### src/rtl/player_move_arbiter.sv
// player_move_arbiter: once-per-frame round-robin owner of the shared step path; `PLAYER_ARB_HOLD_LIMIT_EN` forces a handoff after MAX_HOLD frames
module player_move_arbiter #(
  parameter int unsigned MAX_HOLD = 60
) (
  input  logic       clk,
  input  logic       rst,
  input  logic       v_tick,
  input  logic       req1_left,
  input  logic       req1_right,
  input  logic       req2_left,
  input  logic       req2_right,
  output logic [1:0] grant,
  output logic       step_left,
  output logic       step_right,
  output logic       step_id,
  output logic [7:0] hold_cnt
);
  localparam logic [1:0] IDLE = 2'd0, GRANT1 = 2'd1, GRANT2 = 2'd2, SWITCH = 2'd3;
  if (MAX_HOLD < 1 || MAX_HOLD > 255) begin : g_bad_hold
    $error("MAX_HOLD must be in 1..255");
  end
  logic [1:0] state_q, state_d;
  logic       last_owner_q, last_owner_d;
  logic [7:0] hold_cnt_q, hold_cnt_d;
  logic       v_tick_old_q;
  logic       step_left_q, step_left_d, step_right_q, step_right_d, step_id_q, step_id_d;
  logic       frame_edge, r1, r2, own, r_own, handoff, next_grant, next_p2;
  logic [1:0] dir;
  assign frame_edge = v_tick & ~v_tick_old_q;
  assign r1 = req1_left | req1_right;
  assign r2 = req2_left | req2_right;
  assign own = state_q == GRANT2;
  assign r_own = own ? r2 : r1;
`ifdef PLAYER_ARB_HOLD_LIMIT_EN
  assign handoff = hold_cnt_q >= 8'(MAX_HOLD) && (own ? r1 : r2);
`else
  assign handoff = 1'b0;
`endif
  // last_owner_q = 1 means player 2 owned last, so player 1 wins ties
  always_comb begin
    state_d = state_q;
    last_owner_d = last_owner_q;
    if (frame_edge) begin
      unique case (state_q)
        IDLE: state_d = (r1 && r2) ? (last_owner_q ? GRANT1 : GRANT2) : r1 ? GRANT1 : r2 ? GRANT2 : IDLE;
        SWITCH: state_d = (last_owner_q ? r1 : r2) ? (last_owner_q ? GRANT1 : GRANT2) : IDLE;
        default: begin
          state_d = !r_own ? IDLE : handoff ? SWITCH : state_q;
          last_owner_d = (!r_own || handoff) ? own : last_owner_q;
        end
      endcase
    end
  end
  assign next_grant = state_d == GRANT1 || state_d == GRANT2;
  assign next_p2 = state_d == GRANT2;
  assign dir = next_p2 ? {req2_left, req2_right} : {req1_left, req1_right};
  always_comb begin
    hold_cnt_d = hold_cnt_q;
    step_left_d = 1'b0;
    step_right_d = 1'b0;
    step_id_d = step_id_q;
    if (frame_edge) begin
      hold_cnt_d = !next_grant ? 8'd0 : (state_d != state_q) ? 8'd1 : hold_cnt_q + {7'd0, hold_cnt_q != 8'hff};
      step_left_d = next_grant && dir == 2'b10;
      step_right_d = next_grant && dir == 2'b01;
      step_id_d = (next_grant && ^dir) ? next_p2 : step_id_q;
    end
  end
  always_ff @(posedge clk) begin
    if (rst) begin
      state_q <= IDLE;
      last_owner_q <= 1'b1;
      hold_cnt_q <= 8'd0;
      v_tick_old_q <= 1'b0;
      step_left_q <= 1'b0;
      step_right_q <= 1'b0;
      step_id_q <= 1'b0;
    end else begin
      state_q <= state_d;
      last_owner_q <= last_owner_d;
      hold_cnt_q <= hold_cnt_d;
      v_tick_old_q <= v_tick;
      step_left_q <= step_left_d;
      step_right_q <= step_right_d;
      step_id_q <= step_id_d;
    end
  end
  assign grant = {state_q == GRANT2, state_q == GRANT1};
  assign step_left = step_left_q;
  assign step_right = step_right_q;
  assign step_id = step_id_q;
  assign hold_cnt = hold_cnt_q;
endmodule

### config.mk
export PLATFORM = sky130hd
export DESIGN_NAME = player_move_arbiter
export DESIGN_NICKNAME = d
export VERILOG_FILES = /design/src/rtl/player_move_arbiter.sv
export SDC_FILE = /design/constraint.sdc
export NUM_CORES = 1
export LEC_CHECK = 0
export BUFFER_PORTS_ARGS = -buffer_cell sky130_fd_sc_hd__buf_4
export CELL_PAD_IN_SITES_DETAIL_PLACEMENT = 1
export CELL_PAD_IN_SITES_GLOBAL_PLACEMENT = 2
export CORE_AREA = 2 2 57 59
export CTS_BUF_LIST = sky130_fd_sc_hd__clkbuf_2
export CTS_CLUSTER_SIZE = 40
export DETAILED_ROUTE_END_ITERATION = 8
export DIE_AREA = 0 0 59 61
export PLACE_DENSITY_LB_ADDON = 0.1
export SLEW_MARGIN = 20
export SYNTH_ARGS = -nofsm -noshare
export SYNTH_HDL_FRONTEND = slang
export SYNTH_SLANG_ARGS = --single-unit
export TNS_END_PERCENT = 10
### constraint.sdc
create_clock -name clk -period 5.5 [get_ports clk]
set_input_delay 1.1 -clock clk [delete_from_list [all_inputs] [get_ports clk]]
set_output_delay 1.1 -clock clk [all_outputs]
set_load 0.01 [all_outputs]
==> impl_metrics.yaml, run 1 <==
run_status:
  outcome: "finished, final reports clean"
clocking:
  insertion_delay_ns: 0.30
  cts_tree: "built"
  cts_htree_levels: 1
  postCtsSetupRepairBufs: 0
  postCtsHoldBufs: 0
  cts-root-buf: "clkbuf_2"
  cts.sinks: 15
  clk_path_buf_depth: 2
  cts_resized: 0
  numCtsBuffers: 3
  cts.reportedPaths.clkPinSlew_ns: 0.17
layout:
  seq_area_um2: 300
  fin_nets: 152
  diodes: 0
  areaGrowthSynthToFinish_pct: 15.4
  nFillCells: 362
  drive_above_1_share: 0.289
  multi_input_area_um2: 713
routing:
  drtIter0Drc: 17
  post_drt_wl_per_cell_um: 15.2
  ant_nets: 0
  vias_per_cell: 5.41
  num_vias: 909
  first_pass_iters: 4
  drc_errors: 0
  drt_wl_total_um: 2550
critical_path:
  critical_path_class: "primary input to flip-flop"
  crit_path_start_kind: "primary input"
  endpoint_kind: "flip-flop"
  cp_top_family: "simple AND/OR/NAND/NOR gates"
  critPathMaxFanout: 4
  slowest_delay_ns: 0.37
  crit_path_top_delay_cell: "mux2_2"
  path_buf_inv: 1
  arrival_ns: 3.53
  cp_num_cells: 11
  worst_ep_required_time_ns: 5.72
  worstPathCellList: "buf_4 > nor3b_1 > nor2_1 > a21o_1 > a22oi_1 > ha_1 > mux2_2 > ha_1 > nor3_1 > mux2i_1 > nor2_1"
  reg2reg_slack_ns: 2.23
  r2r_cells: 12
floorplan:
  io_pins: 20
  die_h_um: 61
  dieArea_mm2: 0.00360
  initial_core_util: 0.365
  fp.coreArea_mm2: 0.00295
  rows: 20
  die_w_um: 59
grt:
  grt.met3_usage: 0.0256
  grt_antenna_before_repair: 0
  first_global_vias: 911
  grt_pass1_wl_um: 4400
  grt.busiest_layer: "met2"
  use_met1: 0.228
  grt_start_max_net_pins: 13
  grt_usage: 0.163
  grt.overflow.total: 0
  met2_usage: 0.256
sta:
  worstMarginPinSlew_ns: 0.773
  final_max_slew_viol_count: 0
  max_freq_mhz: 302
  fin_crit_sh: 0.602
  fin_skew_ns: 0.00113
  rsz0062_at_grt: "no"
  maxSlewHeadroom: 0.482
  setup_viol_count_final: 0
  fin_crit_ns: 3.31
  hold_ws_ns: 0.526
  hold_viol: 0
  finalSetupTns_ns: 0
synth:
  ys_types: 44
  ys_top_cells_by_count: "dfxtp_1, nand2_1, ha_1"
  ys_warn_count: 0
  synth_cells: 116
  yosysMostFrequentCell: "dfxtp_1"
  yosysTopAreaCell: "dfxtp_1"
  yosys.area.top_type_share: 0.279
  synth_flop_cell: "dfxtp_1"
  synth-edff-count: 0
  syn_area_per_cell_um2: 9.29
  ys_ff_latch: 15
  syn_area_mm2: 0.00108
  synthesis.nets: 132
  synth.top_cells.by_area: "dfxtp_1, ha_1, mux2i_1, o211ai_2, nand4_1"
  seq_area_frac_synth: 0.279
  synthArstFlopShare: 0
pwr:
  power_density_mw_per_mm2: 187
  irDropWorstVdd_uv: 90.5
  leakage_nw: 0.522
place:
  portBuffers: 19
  gp_congestion: 0.707
  dp_hpwl_um: 1970
worst_hold_path:
  holdPathStages: 2
  hp-class: "flip-flop to flip-flop"
flow_run:
  cap_violations: 0
[cell families (layout without fill, tap and decap cells)]
family	count (synthesis)	after routing	share of synthesized area
compound gates	22	22	0.188
simple gates	52	52	0.292
buf+inv	11	30	0.0592
flops	15	15	0.279
fa+ha+maj	9	9	0.105
mux	7	7	0.0778
[cells in the final DEF (no fill, tap or decap), drive strengths merged, types with 4 or more instances in the layout]
master	count
dfxtp	15
clkbuf	4
nor2	8
nor3	6
buf	19
nand2	10
nand4	7
o211ai	4
inv	7
ha	9
mux2i	6
[stage by stage]
step,power (W),setup slack (ns),cells,area (µm²),util
global route,0.000246,1.95,168,1240,0.421
finish,0.000233,2.19,168,1240,0.421
floorplan,0.000160,2.26,116,1080,-
CTS,0.000235,2.18,168,1240,0.421
global placement,0.000175,1.85,164,1220,0.414
detailed placement,0.000176,1.84,164,1220,0.414
[worst paths after layout]
path | end | startpoint
setup / recovery | step_id | req2_left
hold / removal | last_owner_q | last_owner_q
setup reg to reg | step_id | state_q[0]
hold reg to reg | last_owner_q | last_owner_q
[tightest hold or removal path: stages (launching register included)]
cell and delay (ns):
dfxtp_1 0.37, mux2i_1 0.08, nand2b_1 0.06
[sequential cells by signal, indices dropped and copies added, names as in the netlist]
register,cells
hold_cnt,8
last_owner_q,1
state_q,2
step_id,1
step_left,1
step_right,1
v_tick_old_q,1
[metal layers]
| metal | part of all wire | wire length, µm |
|---|---|---|
| met2 | 0.45 | 1160 |
| met5 | 0 | 0 |
| met3 | 0.027 | 68 |
| met1 | 0.51 | 1300 |
| met4 | 0.012 | 31 |
[where the power goes]
part           switching (W)  leakage (nW)   total, W  internal [W]
registers         0.00000335         0.121   0.000115      0.000112
clock network      0.0000402        0.0166  0.0000595     0.0000193
logic              0.0000332         0.384  0.0000583     0.0000251
[area by class of cell]
class	count	share of cell area
Multi-Input combinational cell	90	0.573
Sequential cell	15	0.241
Timing Repair Buffer	19	0.115
Tap cell	33	0.0332
Inverter	7	0.0211
Clock buffer	4	0.0161
(Power assumes the default switching activity.)
==> inputs of run 2 (changes only) <==
- CORE_AREA: 2 2 57 59 -> 2 2 62 64
- DIE_AREA: 0 0 59 61 -> 0 0 64 66
- clock period: 5.5 -> 3 ns (I/O delays scaled with it)
==> run 2 against run 1 <==
Against the previous run:
- clock skew is 0.021 ns higher
- register-to-register slack worse by 2.1 ns
- worst setup slack worse by 2.0 ns
- worst hold slack worse by 0.055 ns
- cell count is 13% higher
==> impl_metrics.yaml, run 2 (same netlist as run 1, synthesis figures left out) <==
place:
  gp_congestion: 0.825
  placed_area_mm2: 0.00129
  dp_hpwl_um: 2140
  portBuffers: 19
  place_inst: 186
  pre_cts_slack_ns: -0.0914
run_status:
  outcome: "finished, final reports clean"
grt:
  first_global_vias: 1020
  grt_usage: 0.146
  grt_pass1_wl_um: 4880
  grt.overflow.total: 0
  grt_start_max_net_pins: 13
  grt_antenna_before_repair: 0
flow_run:
  cap_violations: 0
sta:
  max_freq_mhz: 354
  setup_viol_count_final: 0
  maxSlewHeadroom: 0.617
  fin_skew_ns: 0.0224
  hold_viol: 0
  fin_crit_sh: 0.941
  final_max_slew_viol_count: 0
  layout_setup_ws_ns: 0.176
  rsz0062_at_grt: "no"
  worstMarginPinSlew_ns: 0.573
  finalSetupTns_ns: 0
  fin_crit_ns: 2.82
routing:
  num_vias: 953
  drtIter0Drc: 42
  vias_per_cell: 5.02
  first_pass_iters: 4
  drt_wl_total_um: 2870
  post_drt_wl_per_cell_um: 15.1
  drc_errors: 0
  ant_nets: 0
layout:
  largest_reg_flops: 8
  fin_nets: 159
  final_cell_mix: "buf_4, dfxtp_1, nand2_1"
  diodes: 0
  drive_above_1_share: 0.380
  areaGrowthSynthToFinish_pct: 27.4
  final_cell_count_no_fill: 190
  final_cell_area_mm2: 0.00137
  nFillCells: 412
  layout_commonest_cell: "buf_4"
clocking:
  cts-root-buf: "clkbuf_2"
  postCtsHoldBufs: 0
  cts.reportedPaths.clkPinSlew_ns: 0.19
  numCtsBuffers: 3
  insertion_delay_ns: 0.32
  cts_htree_levels: 1
  clk_path_buf_depth: 2
  cts_tree: "built"
  cts.sinks: 15
critical_path:
  worstPathCellList: "inv_1 > ha_4 > nor3b_2 > nor2_1 > a21o_1 > a22oi_2 > ha_2 > mux2_2 > ha_1 > nor3_2 > mux2i_1 > nor2_1"
  reg2reg_slack_ns: 0.18
  worst_ep_required_time_ns: 3.25
  path_buf_inv: 1
  crit_path_top_delay_cell: "mux2_2"
  arrival_ns: 3.07
  critical_path_class: "flip-flop to flip-flop"
  crit_path_start_kind: "flip-flop"
  cp_common_cell: "nor2_1"
  endpoint_kind: "flip-flop"
  slowest_delay_ns: 0.36
  cp_top_family: "adder cells"
  critPathMaxFanout: 4
worst_hold_path:
  hp-class: "primary input to flip-flop"
pwr:
  power_density_mw_per_mm2: 332
  irDropWorstVdd_uv: 178
  leakage_nw: 0.561
floorplan:
  io_pins: 20
  initial_core_util: 0.303
  dieArea_mm2: 0.00422
  rows: 22
  die_h_um: 66
  die_w_um: 64
  fp.coreArea_mm2: 0.00355
==> run 2: what timing repair did <==
| item | in CTS | in global routing |
|---|---|---|
| hold endpoints to repair | 0 | 0 |
| buffers inserted | 0 | 0 |
| resized for setup | 3 | 9 |
| setup endpoints to repair | 1 | 1 |
==> run 2: power breakdown <==
part	total, W	internal [W]	switching, W
combinational	0.000136	0.0000630	0.0000734
clock	0.000111	0.0000302	0.0000804
sequential	0.000208	0.000204	0.00000409
==> run 2: layout make-up <==
type,count,area [µm²],share of cell area
tap,48,60.1,0.0438
timing repair buffer,26,195,0.142
clock inverter,1,5.00,0.00365
inverter,7,26.3,0.0191
clock buffer,3,15.0,0.0109
sequential,15,304,0.222
multi-input combinational,90,767,0.559
==> run 2: per-layer routing <==
layer  vias up  track usage  share of wire  routed length, µm
met3         0       0.0392          0.032                 92
met2        16        0.250           0.46               1330
li1        474            -              -                  -
met1       463        0.192           0.51               1450
met5         -            0              0                  0
met4         0      0.00815              0                  0
==> run 2: final timing paths <==
path / from / to / cells past startpoint
setup reg to reg: state_q[0] / step_id / 12
setup / recovery: state_q[0] / step_id / 12
hold reg to reg: hold_cnt[1] / hold_cnt[1] / 2
hold / removal: rst / state_q[1] / 2
==> run 2: stage by stage <==
step / utilization / total power, W / hold slack, ns
global placement: 0.365 / 0.000335 / 0.481
detailed placement: 0.365 / 0.000337 / 0.486
floorplan: - / 0.000293 / 0.459
finish: 0.387 / 0.000455 / 0.471
CTS: 0.373 / 0.000455 / 0.444
global route: 0.387 / 0.000486 / 0.457
==> inputs of run 3 (changes only) <==
- REMOVE_ABC_BUFFERS: not set -> 1
==> run 3 against run 2 <==
Against the previous run:
- clock skew grew 0.0013 ns
- die area is the same
- largest cell class unchanged
- non-clock buffer count shrank 1
- highest routed layer is now met4
==> impl_metrics.yaml, run 3 (same netlist as run 1, synthesis figures left out) <==
critical_path:
  crit_start: "state_q[0]"
  slowest_delay_ns: 0.36
  critPathMaxFanout: 4
  critical_path_class: "flip-flop to flip-flop"
  crit_path_start_kind: "flip-flop"
  path_buf_inv: 1
  cp_top_family: "adder cells"
  worstPathCellList: "inv_1 > ha_1 > nor3_2 > nor2_1 > a21o_1 > a22oi_2 > ha_2 > mux2_2 > ha_1 > nor3_2 > mux2i_1 > nor2_1"
  crit_path_top_delay_cell: "dfxtp_1"
  arrival_ns: 3.07
  endpoint_kind: "flip-flop"
  r2r-start: "state_q[0]"
  worst_ep_required_time_ns: 3.23
layout:
  areaGrowthSynthToFinish_pct: 24.4
  nFillCells: 425
  layout_commonest_cell: "buf_4"
  largest_reg_flops: 8
  drive_above_1_share: 0.376
  multi_input_area_um2: 742
  diodes: 0
  final_cell_mix: "buf_4, dfxtp_1, nand2_1"
  final_cell_area_mm2: 0.00134
  seq_area_um2: 304
  utilization: 0.377
  fin_nets: 158
sta:
  fin_skew_ns: 0.0237
  max_freq_mhz: 352
  fin_crit_ns: 2.84
  hold_ws_ns: 0.487
  maxSlewHeadroom: 0.612
  hold_viol: 0
  fin_crit_sh: 0.947
  worstMarginPinSlew_ns: 0.580
  finalSetupTns_ns: 0
  final_max_slew_viol_count: 0
  setup_viol_count_final: 0
floorplan:
  rows: 22
  io_pins: 20
  fp.coreArea_mm2: 0.00355
  die_h_um: 66
  initial_core_util: 0.303
  die_w_um: 64
  dieArea_mm2: 0.00422
routing:
  num_vias: 928
  vias_per_cell: 4.91
  ant_nets: 0
  drt_wl_total_um: 2700
  post_drt_wl_per_cell_um: 14.3
  drc_errors: 0
  drtIter0Drc: 15
  first_pass_iters: 4
clocking:
  insertion_delay_ns: 0.31
  cts.sinks: 15
  cts_tree: "built"
  clk_path_buf_depth: 2
  cts.reportedPaths.clkPinSlew_ns: 0.18
  cts-root-buf: "clkbuf_2"
  numCtsBuffers: 3
  cts_htree_levels: 1
grt:
  grt_pass1_wl_um: 4570
  grt_antenna_before_repair: 0
  grt.overflow.total: 0
  grt_usage: 0.142
  grt_start_max_net_pins: 11
  first_global_vias: 964
place:
  dp_hpwl_um: 2050
  placed_area_mm2: 0.00129
  gp_congestion: 0.733
  portBuffers: 19
worst_hold_path:
  min_from: "rst"
  hp-class: "primary input to flip-flop"
pwr:
  total_power_w: 0.000437
  power_density_mw_per_mm2: 326
  leakage_nw: 0.557
  irDropWorstVdd_uv: 135
flow_run:
  cap_violations: 0
run_status:
  outcome: "finished, final reports clean"
==> run 3: cell types whose count changed in the layout (fill, tap and decap cells not counted) <==
cell and delta:
ha_4 -2, mux2i_2 +1, buf_4 -1, ha_2 +1, nor3_4 -1, nor3_2 +1, mux2i_1 -1, ha_1 +1
==> run 3: final cells by class <==
| type | count | share of cell area |
|---|---|---|
| clock inverters | 1 | 0.00373 |
| inverters | 7 | 0.0196 |
| well taps | 48 | 0.0448 |
| clock buffers | 3 | 0.0112 |
| repair buffers | 25 | 0.140 |
| multi-input cells | 90 | 0.554 |
| flip-flops and latches | 15 | 0.227 |
==> run 3: routing by layer <==
layer | track usage | wire (µm)
met1 | 0.171 | 1260
met2 | 0.249 | 1350
met3 | 0.0358 | 76
met4 | 0.0408 | 20
met5 | 0 | 0
==> run 3: report_power, final <==
group | switching (W) | internal, W
combinational | 0.0000696 | 0.0000571
sequential | 0.00000398 | 0.000204
clock | 0.0000724 | 0.0000302
==> run 3: what timing repair did <==
action                     in CTS  in global routing
gates resized for setup         3                  6
buffers inserted                0                  0
gates cloned                    0                  0
pin swaps                       0                  0
hold buffers                    0                  0
setup endpoints to repair       1                  1
==> run 3: through the flow <==
stage                     setup WS, ns  instances
after floorplan                  0.135        112
after global placement          0.0637        185
after detailed placement       -0.0667        185
after CTS                       0.0483        189
after global routing           -0.0146        189
final                            0.158        189
==> run 3: final timing paths <==
kind	cells past startpoint	to	slack [ns]
setup / recovery	12	step_id	0.16
hold / removal	2	state_q[1]	0.49
setup reg to reg	12	step_id	0.16
hold reg to reg	2	hold_cnt[1]	0.50
